File: src/rtl/down_count_sequencer.sv
// Sequences N 16-cycle rounds of an external 4-bit sync-set down counter, one TC strobe per round.
// Optional SEQ_ABORT_EN adds an ABORT input that cancels a running sequence.
module down_count_sequencer (
  input  logic       C,
  input  logic       CLR,
  input  logic       START,
  input  logic [3:0] ROUNDS,
  input  logic [3:0] Q_IN,
`ifdef SEQ_ABORT_EN
  input  logic       ABORT,
`endif
  output logic       S_OUT,
  output logic       BUSY,
  output logic       TC,
  output logic       DONE,
  output logic [3:0] ROUND_CNT
);

  typedef enum logic [1:0] {IDLE, RUN, FINISH} state_t;

  state_t     state, state_nxt;
  logic [3:0] rounds_q, rounds_nxt;
  logic [3:0] rcnt_nxt, rcnt_inc;
  logic       zdone, zdone_nxt;
  logic       abort_req;

`ifdef SEQ_ABORT_EN
  assign abort_req = ABORT;
`else
  assign abort_req = 1'b0;
`endif

  assign rcnt_inc = (ROUND_CNT == 4'hF) ? ROUND_CNT : ROUND_CNT + 4'd1;

  always_ff @(posedge C or posedge CLR) begin
    if (CLR) begin
      state     <= IDLE;
      rounds_q  <= 4'd0;
      ROUND_CNT <= 4'd0;
      zdone     <= 1'b0;
    end else begin
      state     <= state_nxt;
      rounds_q  <= rounds_nxt;
      ROUND_CNT <= rcnt_nxt;
      zdone     <= zdone_nxt;
    end
  end

  always_comb begin
    state_nxt  = state;
    rounds_nxt = rounds_q;
    rcnt_nxt   = ROUND_CNT;
    zdone_nxt  = 1'b0;
    S_OUT      = 1'b1;
    BUSY       = 1'b0;
    TC         = 1'b0;
    // a zero-round request completes without leaving IDLE
    DONE       = zdone;
    case (state)
      IDLE: begin
        if (START) begin
          rcnt_nxt = 4'd0;
          if (ROUNDS != 4'd0) begin
            rounds_nxt = ROUNDS;
            state_nxt  = RUN;
          end else begin
            zdone_nxt = 1'b1;
          end
        end
      end
      RUN: begin
        S_OUT = 1'b0;
        BUSY  = 1'b1;
        TC    = (Q_IN == 4'd0);
        // abort takes priority over a completing TC on the same edge
        if (abort_req) begin
          state_nxt = IDLE;
        end else if (TC) begin
          rcnt_nxt = rcnt_inc;
          if (rcnt_inc == rounds_q) state_nxt = FINISH;
        end
      end
      FINISH: begin
        BUSY      = 1'b1;
        DONE      = 1'b1;
        state_nxt = IDLE;
      end
      default: state_nxt = IDLE;
    endcase
  end

endmodule

File: config.mk
export PLATFORM = sky130hd
export DESIGN_NAME = down_count_sequencer
export DESIGN_NICKNAME = d
export VERILOG_FILES = /design/src/rtl/down_count_sequencer.sv
export SDC_FILE = /design/constraint.sdc
export NUM_CORES = 1
export LEC_CHECK = 0
export ABC_AREA = 1
export CAP_MARGIN = 20
export CORE_UTILIZATION = 46
export DETAILED_ROUTE_END_ITERATION = 7
export GPL_TIMING_DRIVEN = 0
export MAX_ROUTING_LAYER = met4
export PLACE_DENSITY = 0.76
export SLEW_MARGIN = 5
export SYNTH_ARGS = -nofsm -noshare
export SYNTH_HDL_FRONTEND = slang
export SYNTH_SLANG_ARGS = --single-unit
File: constraint.sdc
create_clock -name C -period 1.6 [get_ports C]
set_input_delay 0.16 -clock C [delete_from_list [all_inputs] [get_ports C]]
set_output_delay 0.16 -clock C [all_outputs]
set_load 0.005 [all_outputs]
Yosys cells after proc, flatten, opt, wreduce, memory -nomap -nowiden
Cells that the tools add are included.
- bits in registers: 11
- input port bits: 11
- word-level logic and storage cells: 37
- add/sub/neg operators: 1
- eq/ne operators: 8
- multiplexer cells: 16
- reductions and logical operators: 8
- operator list (operator ; count):
    two-way mux 4 bit ; 3
    two-way mux 2 bit ; 4
    inequality test 2 bit (second input constant) ; 4
    case mux 4 bit (2 select lines) ; 1
    two-way mux 1 bit ; 7
    AND reduction 3 bit ; 2
    adder 4 x 1 -> 4 bit (second input constant) ; 1
    == test 4 bit ; 1
    == test 4 bit (second input constant) ; 1
    zero test 4 bit ; 1
    case mux 2 bit (2 select lines) ; 1
    AND reduction 4 bit ; 1
    nonzero test 4 bit ; 1
    == test 2 x 1 -> 1 bit (second input constant) ; 1
    == test 2 bit (second input constant) ; 1
    zero test 2 bit ; 1
    nonzero test 2 bit ; 1
    OR reduction 2 bit ; 1

Longest topological paths before layout
Gate-level depths: netlist (run 1).
- depth after elaboration: 6
- gate-level depth with buffers: 12
- depth with buffers taken out: 12

Least setup slack after synthesis (run 1)
Ideal clock, no wire load.
- path type: register to register
- from: register ROUND_CNT[0]
- to: register state[0]
- arrival time: 1.329 ns
- setup slack: 0.154 ns
- cell stages (with the launch flop): 12
- path buffers: 0
- clock period less this slack: 1.446 ns
- path through: dfrtp_1 -> ha_1 -> nand2_1 -> nand2_1 -> o21ai_1 -> nand2_1 -> nand2_1 -> inv_1 -> nand3_2 -> nand2_1 -> nand2_1 -> nand2_1
- cells in the longest elaborated chain, start to end: 5
- elaborated cells on any way between the ends: 6
- those cells by class: add/sub: 1; eq/ne: 3; mux: 1; reduce/logical: 1
- RTL lines (element ; line ; text):
    start, declared ; 16 ; output logic [3:0] ROUND_CNT
    start signal, assigned ; 44 ; ROUND_CNT <= rcnt_nxt;
    adder 4 x 1 -> 4 bit or == test 4 bit (tied branches) ; 33 ; assign rcnt_inc = (ROUND_CNT == 4'hF) ? ROUND_CNT : ROUND_CNT + 4'd1;
    two-way mux 4 bit (*) ; 33 ;
    == test 4 bit (*) ; 80 ; if (rcnt_inc == rounds_q) state_nxt = FINISH;
    inequality test 2 bit (no line) (*) ; - ;
    AND reduction 4 bit (no line) (*) ; - ;
    end signal, assigned ; 42 ; state <= state_nxt;
    end, declared ; 21 ; state_t state, state_nxt;
Every way passes the cells marked *; elsewhere a longest branch is shown, timed or not.
A chain may end at the register's enable or synchronous reset.

Worst setup path after layout (run 1)
- from: register state[0]
- to: output port TC
- cells in the longest elaborated chain, start to end: 2
- RTL lines (element ; line ; text):
    == test 2 x 1 -> 1 bit ; 59 ; case (state)
    two-way mux 1 bit ; 59 ;
    end, declared ; 14 ; output logic TC,
Every way passes these cells.

==> results of run 1 <==
[worst reg2reg max path: stages, from the launching register on]
cell     delay [ns]
dfrtp_2        0.45
ha_4           0.20
nand2_1        0.10
nand2_1        0.07
o21ai_2        0.14
nand2_1        0.07
nand2_1        0.07
inv_1          0.04
nand3_2        0.08
nand2_1        0.05
nand2_1        0.05
nand2_1        0.05
[repair_timing]
action | CTS | global route
buffers inserted | 1 | 2
endpoints found under the hold margin | 0 | 0
setup endpoints to repair | 5 | 4
resized for setup | 8 | 9
pin swaps | 1 | 0
[synthesized netlist by cell type]
library cell  number  area [sq um]
a21boi_1           1          7.51
o21ai_0            3          15.0
dfrtp_1           11           275
inv_1             19          71.3
nor2_1             9          33.8
nand2_1           29           109
nand3_1           12          60.1
nand4_1            5          31.3
o211a_1            1          10.0
nand3_2            2          20.0
or2_2              1          6.26
a21oi_1            2          10.0
o21ai_1            1          5.00
o22ai_1            3          18.8
ha_1               4          50.1
buf_2              1          5.00
[metrics by stage]
step / instances / TNS [ns] / worst slack (ns) / total power (W)
2_1_floorplan: 104 / 0 / 0.154 / 0.000817
3_3_place_gp: 137 / 0 / 0.0246 / 0.00101
3_5_place_dp: 137 / 0 / 0.00129 / 0.00103
4_1_cts: 142 / 0 / 0.0211 / 0.00122
5_1_grt: 144 / -0.0158 / -0.00832 / 0.00137
6_report: 144 / 0 / 0.0605 / 0.00127
[logic make-up after synthesis]
family | after synthesis | share of synthesized area [%]
buffers and inverters | 20 | 10.5
and+or+nand+nor | 58 | 35.7
AOI/OAI and AO/OA | 11 | 9.11
DFF | 11 | 37.8
adders and majority gates | 4 | 6.87
[metal layers]
| metal | global-route usage [%] | share of wire (%) |
|---|---|---|
| met1 | 24.5 | 46 |
| met5 | - | 0 |
| met2 | 32.8 | 48 |
| met4 | 5.81 | 0.72 |
| met3 | 3.91 | 5.7 |
[worst max path at each step]
stage               cells past startpoint                    to                     start
floorplan                              11  state[0]$_DFFE_PP0P_  ROUND_CNT[0]$_DFFE_PP0P_
global placement                        5                    TC                   Q_IN[3]
detailed placement                      5                    TC      state[1]$_DFFE_PP0P_
CTS                                     4                  DONE      state[0]$_DFFE_PP0P_
global route                           12  state[0]$_DFFE_PP0P_  ROUND_CNT[1]$_DFFE_PP0P_
finish                                  5                    TC      state[0]$_DFFE_PP0P_
[cell type report]
class | instances | area, sq um | share of cell area, %
Buffer | 1 | 5.00 | 0.498
Clock buffer | 4 | 26.3 | 2.61
Inverter | 19 | 71.3 | 7.09
Multi-Input combinational cell | 73 | 408 | 40.5
Sequential cell | 11 | 278 | 27.6
Tap cell | 15 | 18.8 | 1.87
Timing Repair Buffer | 21 | 199 | 19.8
[state kept, by name, indices dropped and copies added, names as in the netlist]
name       count
ROUND_CNT      4
rounds_q       4
state          2
zdone          1
[power groups by stage]
stage	sequential (W)	clock, W	combinational, W
CTS	0.000409	0.000192	0.000621
detailed placement	0.000417	0	0.000617
global route	0.000425	0.000201	0.000746
floorplan	0.000405	0	0.000412
finish	0.000415	0.000192	0.000661
global placement	0.000412	0	0.000595
==> metrics.cfg, run 1 <==
[run_status]
status = completed

[worst_setup_path]
cp_top_family = buffers and inverters
timing.rr.end = state[0]$_DFFE_PP0P_
cp-end-kind = output port
cp.arrival_ns = 1.38
cp_num_buf_inv = 3
cp-start-kind = register
timing.rr.start = ROUND_CNT[1]$_DFFE_PP0P_
slowest_delay_ns = 0.40
reg2reg_slack_ns = 0.13
cp.required_ns = 1.44
crit_type = register to output port
crit_fanout = 3
crit_chain = buf_4 -> ha_2 -> inv_2 -> nor2_4 -> dlygate4sd2_1
crit_path_top_delay_cell = dfrtp_1
ff2ff_path_depth = 11

[pwr]
p_leak_nw = 0.506
switchingPower_w = 0.000513
seqPwrFrac_pct = 32.7
p_sw_share_pct = 40.5
comb_power_share_pct = 52.1
intPower_w = 0.000754
vdd_drop_max_v = 0.000771
clockPowerShare_pct = 15.1
power_density_mw_per_mm2 = 1260

[grt]
track_usage_pct = 19.9
antenna_found_initial = 0
grt_overflow_total = 0
grt_pass1_wl_mm = 2.62
grt_max_degree = 12
grt_pass1_vias = 652

[sta]
hold_slack_ns = 0.188
fmaxAchievable_mhz = 650
fin_skew_ns = 0.00342
max-slew-margin-rel_pct = 71.3
finalCritPeriodShare_pct = 96.2
final-max-slew-violation-count = 0
max_slew.worst_pin.slew_ns = 0.430
setup_viol = 0
fin_crit_ns = 1.54
hold_viol_final = 0

[clock_network]
cts-root-buf = clkbuf_4
cts_tree = done
clock-sinks = 11
cts_buffers = 3
clockBufferDepth = 2
ctsHoldBuffers = 0
clk_pin_slew_ns = 0.07
h-tree-depth = 1
insertion_delay_ns = 0.26

[final_layout]
n_antenna_cell = 0
fin_util_pct = 72.8
postLayoutCellArea_sq_mm = 0.00101
final_common_cell = nand2_1
drive_above_1_share_pct = 15.5
mostFrequentLayoutCells = nand2_1 (27), inv_1 (17), clkdlybuf4s50_1 (14), nand3_1 (12), dfrtp_1 (9)
syn_to_final_growth_pct = 38.1
fill_cells = 114
final_nets = 145

[floorplan]
io_pins = 19
die_width_um = 41.8
fp.dieArea_sq_mm = 0.00175
num_rows = 13
initial_core_util_pct = 52.7
die_h_um = 41.8
core_sq_mm = 0.00138

[routing]
wl_per_cell_um = 11.5
drc = 0
vias = 753
vias_per_cell = 5.23
drt_pass1_iterations = 4
postRouteAntennaNets = 0
drt_wl_total_mm = 1.66
drt-initial-drc-count = 25

[yosys]
avgSynthCellArea_sq_um = 7.00
ys_types = 16
ys_warn_count = 0
synth.ff_latch_count = 11
seq_area_frac_synth_pct = 37.8
netlist_instances = 104
synthesis.area_sq_um = 728
synth_nets = 119

[hold_path]
hp-class = primary input to async pin

[placement]
dpl_cell_area_sq_um = 927
gp_congestion = 0.868
dpl.hpwl_mm = 1.24
port-buffer-count = 18

[job]
max_cap_violations = 0

No activity file was read; power rests on OpenSTA's default activity.
==> run 2, diff against run 1 <==
SKIP_CTS_REPAIR_TIMING = 1   (was unset)
==> run 2 against run 1 <==
Effect of this change:
- global-route usage fell by 0.19 points
- clock power barely moved
- die area did not move
- first-iteration DRC count fell by 20%
- critical path depth fell by 1
- sequential power barely moved
==> metrics.cfg, run 2 (synthesized netlist as in run 1, its figures left out) <==
[pwr]
p_sw_share_pct = 39.9  ; -0.55 points
power_density_mw_per_mm2 = 1260  ; +0.16%
p_leak_nw = 0.558  ; +10%
seqPwrFrac_pct = 32.3  ; -0.4 points
vdd_drop_max_v = 0.000787  ; +2.2%
comb_power_share_pct = 52.6  ; +0.5 points
clockPowerShare_pct = 15.1  ; about the same
intPower_w = 0.000777  ; +3.0%
switchingPower_w = 0.000516  ; +0.65%

[sta]
max_slew.worst_pin.slew_ns = 0.431  ; +0.000400 ns
max-slew-margin-rel_pct = 71.3  ; about the same
fin_skew_ns = 0.00206  ; -0.00136 ns
hold_viol_final = 0  ; unchanged
fmaxAchievable_mhz = 654  ; +0.67%
final-max-slew-violation-count = 0  ; unchanged
finalCritPeriodShare_pct = 95.6  ; -0.64 points
fin_crit_ns = 1.53  ; -0.0103 ns
setup_viol = 0  ; unchanged

[grt]
antenna_found_initial = 0  ; unchanged
grt_overflow_total = 0  ; unchanged
track_usage_pct = 19.7  ; -0.19 points
grt_max_degree = 12  ; unchanged
grt_pass1_wl_mm = 2.60  ; -0.80%
grt_pass1_vias = 640  ; -1.8%

[worst_setup_path]
timing.rr.start = state[0]$_DFFE_PP0P_
reg2reg_slack_ns = 0.12  ; about the same
crit_type = register to output port
cp-end-kind = output port
cp.required_ns = 1.44  ; about the same
cp-start-kind = register
ff2ff_path_depth = 8  ; -3
cp.arrival_ns = 1.37  ; about the same
timing.rr.end = state[0]$_DFFE_PP0P_
crit_fanout = 2  ; -1

[hold_path]
hp-class = primary input to async pin

[final_layout]
fill_cells = 111  ; -2.6%
drive_above_1_share_pct = 16.2  ; +0.65 points
final_nets = 146  ; +0.69%
postLayoutCellArea_sq_mm = 0.00102  ; +1.9%
mostFrequentLayoutCells = nand2_1 (27), inv_1 (18), clkdlybuf4s50_1 (14), nand3_1 (12), dfrtp_1 (9)
reg_top3 = ROUND_CNT (4), rounds_q (4), state (2)
fin_util_pct = 74.1  ; +1.4 points
syn_to_final_growth_pct = 40.7
final_common_cell = nand2_1
n_antenna_cell = 0  ; unchanged

[routing]
drt_wl_total_mm = 1.66  ; +0.18%
drt-initial-drc-count = 20  ; -20%
postRouteAntennaNets = 0  ; unchanged
drt_pass1_iterations = 4  ; unchanged
wl_per_cell_um = 11.4  ; -0.51%
vias_per_cell = 5.23  ; about the same
vias = 758  ; +0.66%
drc = 0  ; unchanged

[clock_network]
clock-sinks = 11  ; unchanged
insertion_delay_ns = 0.27  ; about the same
cts-root-buf = clkbuf_4
h-tree-depth = 1  ; unchanged
clockBufferDepth = 2  ; unchanged
clk_pin_slew_ns = 0.08  ; about the same
cts_tree = done
cts_buffers = 3  ; unchanged

[floorplan]
io_pins = 19  ; unchanged
die_width_um = 41.8  ; unchanged
core_sq_mm = 0.00138  ; unchanged
die_h_um = 41.8  ; unchanged
num_rows = 13  ; unchanged
initial_core_util_pct = 52.7  ; unchanged
fp.dieArea_sq_mm = 0.00175  ; unchanged

[run_status]
status = completed

[placement]
gp_congestion = 0.868  ; unchanged
port-buffer-count = 18  ; unchanged
dpl_cell_area_sq_um = 927  ; unchanged
dpl.hpwl_mm = 1.24  ; unchanged

[job]
max_cap_violations = 0  ; unchanged

## run 2: cell count changes in the layout (fill, tap and decap cells not counted), sizes merged
cell           previous run  this run
dlygate4sd2               3         0
buf                       4         5
dlymetal6s2s              0         4
clkdlybuf4s15             1         0
## run 2: area by class of cell
cell class	instances	area (sq um)	share of cell area [%]
well taps	15	18.8	1.83
repair buffers	22	220	21.5
multi-input cells	73	405	39.6
inverters	19	71.3	6.96
flip-flops and latches	11	278	27.1
plain buffers	1	5.00	0.488
clock buffers	4	26.3	2.56
## run 2: critical path, stage by stage, from the launching register on
cell	delay (ns)
dfrtp_1	0.38
buf_4	0.13
ha_1	0.16
or2_2	0.28
dlymetal6s2s_1	0.15
## run 2: layer usage
layer  vias up  share of wire (%)  wire (um)  GRT usage (%)
met1       343                 46        763           24.5
met4         0                1.3         21           5.81
li1        386                  -          -              -
met3         4                4.9         81           3.91
met2        25                 48        793           32.2
met5         -                  0          0              -
## run 2: how the worst max path moves through the flow
stage,end,slack [ns],start,depth (start not counted)
2_1_floorplan,state[0]$_DFFE_PP0P_,0.15,ROUND_CNT[0]$_DFFE_PP0P_,11
3_3_place_gp,TC,0.02,Q_IN[3],5
3_5_place_dp,TC,0.001,state[1]$_DFFE_PP0P_,5
4_1_cts,TC,-0.29,state[1]$_DFFE_PP0P_,5
5_1_grt,state[0]$_DFFE_PP0P_,-0.009,ROUND_CNT[1]$_DFFE_PP0P_,12
6_report,DONE,0.07,state[1]$_DFFE_PP0P_,4
## run 2: power groups by stage
stage,Combinational (W),Clock [W],Sequential [W]
2_1_floorplan,0.000412,0,0.000405
3_3_place_gp,0.000595,0,0.000412
3_5_place_dp,0.000617,0,0.000417
4_1_cts,0.000619,0.000192,0.000412
5_1_grt,0.000764,0.000201,0.000427
6_report,0.000680,0.000195,0.000417
## run 2: per-stage QoR
stage	worst slack (ns)	cells	total power (W)	hold slack (ns)	setup TNS (ns)
after floorplan	0.154	104	0.000817	0.0124	0
after global placement	0.0246	137	0.00101	0.481	0
after detailed placement	0.00129	137	0.00103	0.485	0
after CTS	-0.288	141	0.00122	0.209	-0.606
after global routing	-0.00896	145	0.00139	0.246	-0.00896
final	0.0708	145	0.00129	0.192	0
==> run 3, diff against run 2 <==
ABC_AREA = unset   (was 1)
CORE_UTILIZATION = 49   (was 46)
PLACE_DENSITY = 0.81   (was 0.76)
clock period = 1.8 ns   (was 1.6 ns; I/O delays follow)
==> run 3 against run 2 <==
Effect of this change:
- the flow now finishes with violations (negative setup slack)
- area after synthesis is 3.6% lower
- critical path depth up 2
- routed wire length shrank 5.4%
- sequential cell count stayed put
- worst setup slack worse by 0.15 ns
- die area fell by 9.0%
- synthesized cell count fell by 32%
- global-route usage increased by 2.8 points
- worst hold slack worse by 0.0040 ns
- first-iteration DRC count is 35% lower
- critical endpoint is now state[0]$_DFFE_PP0P_
- largest cell class unchanged
- highest routed layer unchanged
==> metrics.cfg, run 3 <==
[yosys]
synth_common_cells = dfrtp_1 (11), a21oi_1 (5), inv_1 (5)
synth_edf_count = 0  ; unchanged
synth_top_cell_area_share_pct = 39.2  ; +1.4 points
synth.ff_latch_count = 11  ; unchanged
synthTopCellsByArea = dfrtp_1 (39%), ha_1 (7.1%), mux2_2 (6.4%)
synthesis.area_sq_um = 702  ; -3.6%
synth_nets = 86  ; -28%
netlist_instances = 71  ; -32%
ys_warn_count = 0  ; unchanged
synth_top_flop_cell = dfrtp_1
avgSynthCellArea_sq_um = 9.89  ; +41%
ys_types = 33  ; +17
synth_area_leader_cell = dfrtp_1
yosysMostFrequentCell = dfrtp_1
seq_area_frac_synth_pct = 39.2  ; +1.4 points
synthArstFlopShare_pct = 100  ; unchanged

[routing]
postRouteAntennaNets = 0  ; unchanged
vias = 624  ; -18%
vias_per_cell = 5.57  ; +6.6%
wl_per_cell_um = 14.0  ; +23%
drc = 0  ; unchanged
drt_pass1_iterations = 4  ; unchanged
drt_wl_total_mm = 1.57  ; -5.4%
drt-initial-drc-count = 13  ; -35%

[hold_path]
hp-class = primary input to async pin

[sta]
grt_setup_unrepaired = yes
max_slew.worst_pin.slew_ns = 0.403  ; -0.0272 ns
hold_viol_final = 0  ; unchanged
fin_skew_ns = 0.00569  ; +0.00364 ns
layout_setup_ws_ns = -0.0760  ; -0.147 ns
max-slew-margin-rel_pct = 73.1  ; +1.8 points
setup_viol = 1  ; +1
finalCritPeriodShare_pct = 104
tns_ns = -0.0760  ; -0.0760 ns
final-max-slew-violation-count = 0  ; unchanged
fin_crit_ns = 1.88
fmaxAchievable_mhz = 533
hold_slack_ns = 0.188  ; -0.00405 ns

[floorplan]
core_sq_mm = 0.00132  ; -4.7%
die_width_um = 39.9  ; -4.6%
io_pins = 19  ; unchanged
die_h_um = 39.9  ; -4.6%
initial_core_util_pct = 53.3  ; +0.61 points
num_rows = 13  ; unchanged
fp.dieArea_sq_mm = 0.00159  ; -9.0%

[job]
max_cap_violations = 0  ; unchanged

[clock_network]
cts_buffers = 3  ; unchanged
cts-root-buf = clkbuf_4
clockBufferDepth = 2  ; unchanged
cts_tree = done
h-tree-depth = 1  ; unchanged
insertion_delay_ns = 0.27  ; about the same
clock-sinks = 11  ; unchanged
clk_pin_slew_ns = 0.08  ; about the same

[placement]
port-buffer-count = 18  ; unchanged
gp_congestion = 0.733  ; -16%
dpl.hpwl_mm = 1.14  ; -8.1%
pre_cts_ws_ns = -0.173  ; -0.175 ns
dpl_cell_area_sq_um = 916  ; -1.2%

[worst_setup_path]
slowest_delay_ns = 0.46  ; +0.08 ns
crit_fanout = 6  ; +4
cp.arrival_ns = 2.04  ; +0.67 ns
cp-end-kind = register
cp.required_ns = 1.96  ; +0.52 ns
cp-start-kind = register
crit_path_top_delay_cell = dfrtp_2
cp_num_buf_inv = 1  ; -1
crit_type = register to register
crit_chain = buf_6 -> xor2_1 -> or3_4 -> a211oi_4 -> a31oi_1 -> o221a_2
cp_top_family = compound AO/OA/AOI/OAI gates
timing.rr.start = ROUND_CNT[1]$_DFFE_PP0P_
reg2reg_slack_ns = -0.08  ; -0.20 ns
critPathLaunch = ROUND_CNT[1]$_DFFE_PP0P_

[pwr]
p_leak_nw = 0.461  ; -17%
vdd_drop_max_v = 0.000755  ; -4.0%
power_density_mw_per_mm2 = 1150  ; -8.7%

[run_status]
status = finished, violations left
violations = negative setup slack

[final_layout]
syn_to_final_growth_pct = 44.2
mostFrequentLayoutCells = clkdlybuf4s50_1 (16), dfrtp_1 (9), a21oi_1 (5)
seqCellArea_sq_um = 278  ; unchanged
postLayoutCellArea_sq_mm = 0.00101  ; -1.2%
multi_input_area_sq_um = 444  ; +9.6%
reg_top3 = ROUND_CNT (4), rounds_q (4), state (2)
fill_cells = 99  ; -11%
drive_above_1_share_pct = 25.8  ; +9.6 points
fin_util_pct = 76.8  ; +2.7 points
final_common_cell = clkdlybuf4s50_1
n_antenna_cell = 0  ; unchanged
final_nets = 113  ; -23%

[grt]
grt_pass1_vias = 540  ; -16%
grt_max_degree = 12  ; unchanged
antenna_found_initial = 0  ; unchanged
grt_overflow_total = 0  ; unchanged
grt_pass1_wl_mm = 2.21  ; -15%
track_usage_pct = 22.5  ; +2.8 points

[run 3: area by class of cell]
class	instances	share of cell area [%]
timing repair buffer	23	22.4
inverter	5	1.85
sequential	11	27.4
clock buffer	4	2.60
multi-input combinational	54	43.9
tap	15	1.85
[run 3: layer usage]
metal	vias to the layer above	part of all wire (%)	track usage, %
met5	-	0	-
met3	2	4.0	5.11
li1	305	-	-
met4	0	0.76	10.3
met1	301	44	27.3
met2	16	51	35.2
[run 3: worst paths after layout]
kind | cells after the start | end
hold reg to reg | 1 | rounds_q[0]$_DFFE_PP0P_
max in group asynchronous | 2 | ROUND_CNT[0]$_DFFE_PP0P_
hold / removal | 2 | zdone$_DFF_PP0_
min in group C | 1 | rounds_q[0]$_DFFE_PP0P_
setup / recovery | 6 | state[0]$_DFFE_PP0P_
setup reg to reg | 6 | state[0]$_DFFE_PP0P_
[run 3: worst register-to-register path: cells and delay by family (launching register included)]
kind                   cells  cell delay, ns
AO/OA/AOI/OAI              3            0.64
flip-flops                 1            0.46
AND/OR/NAND/NOR            1            0.40
XOR/XNOR                   1            0.14
buffers and inverters      1            0.13
[run 3: power by group]
group	switching (W)	internal [W]
sequential	0.0000704	0.000322
combinational	0.000274	0.000328
clock	0.0000870	0.0000856
total	0.000431	0.000735
[run 3: kinds of logic after synthesis]
kind of cell | after synthesis | synth area share (%)
fa+ha+maj | 4 | 7.13
mux | 5 | 7.84
xor+xnor | 4 | 4.99
compound gates | 16 | 16.2
buf+inv | 6 | 3.21
flops | 11 | 39.2
simple gates | 25 | 21.4
[run 3: per-stage QoR]
step / instances / power [W]
4_1_cts: 108 / 0.00112
3_3_place_gp: 104 / 0.000911
6_report: 112 / 0.00117
5_1_grt: 112 / 0.00124
2_1_floorplan: 71 / 0.000747
3_5_place_dp: 104 / 0.000945
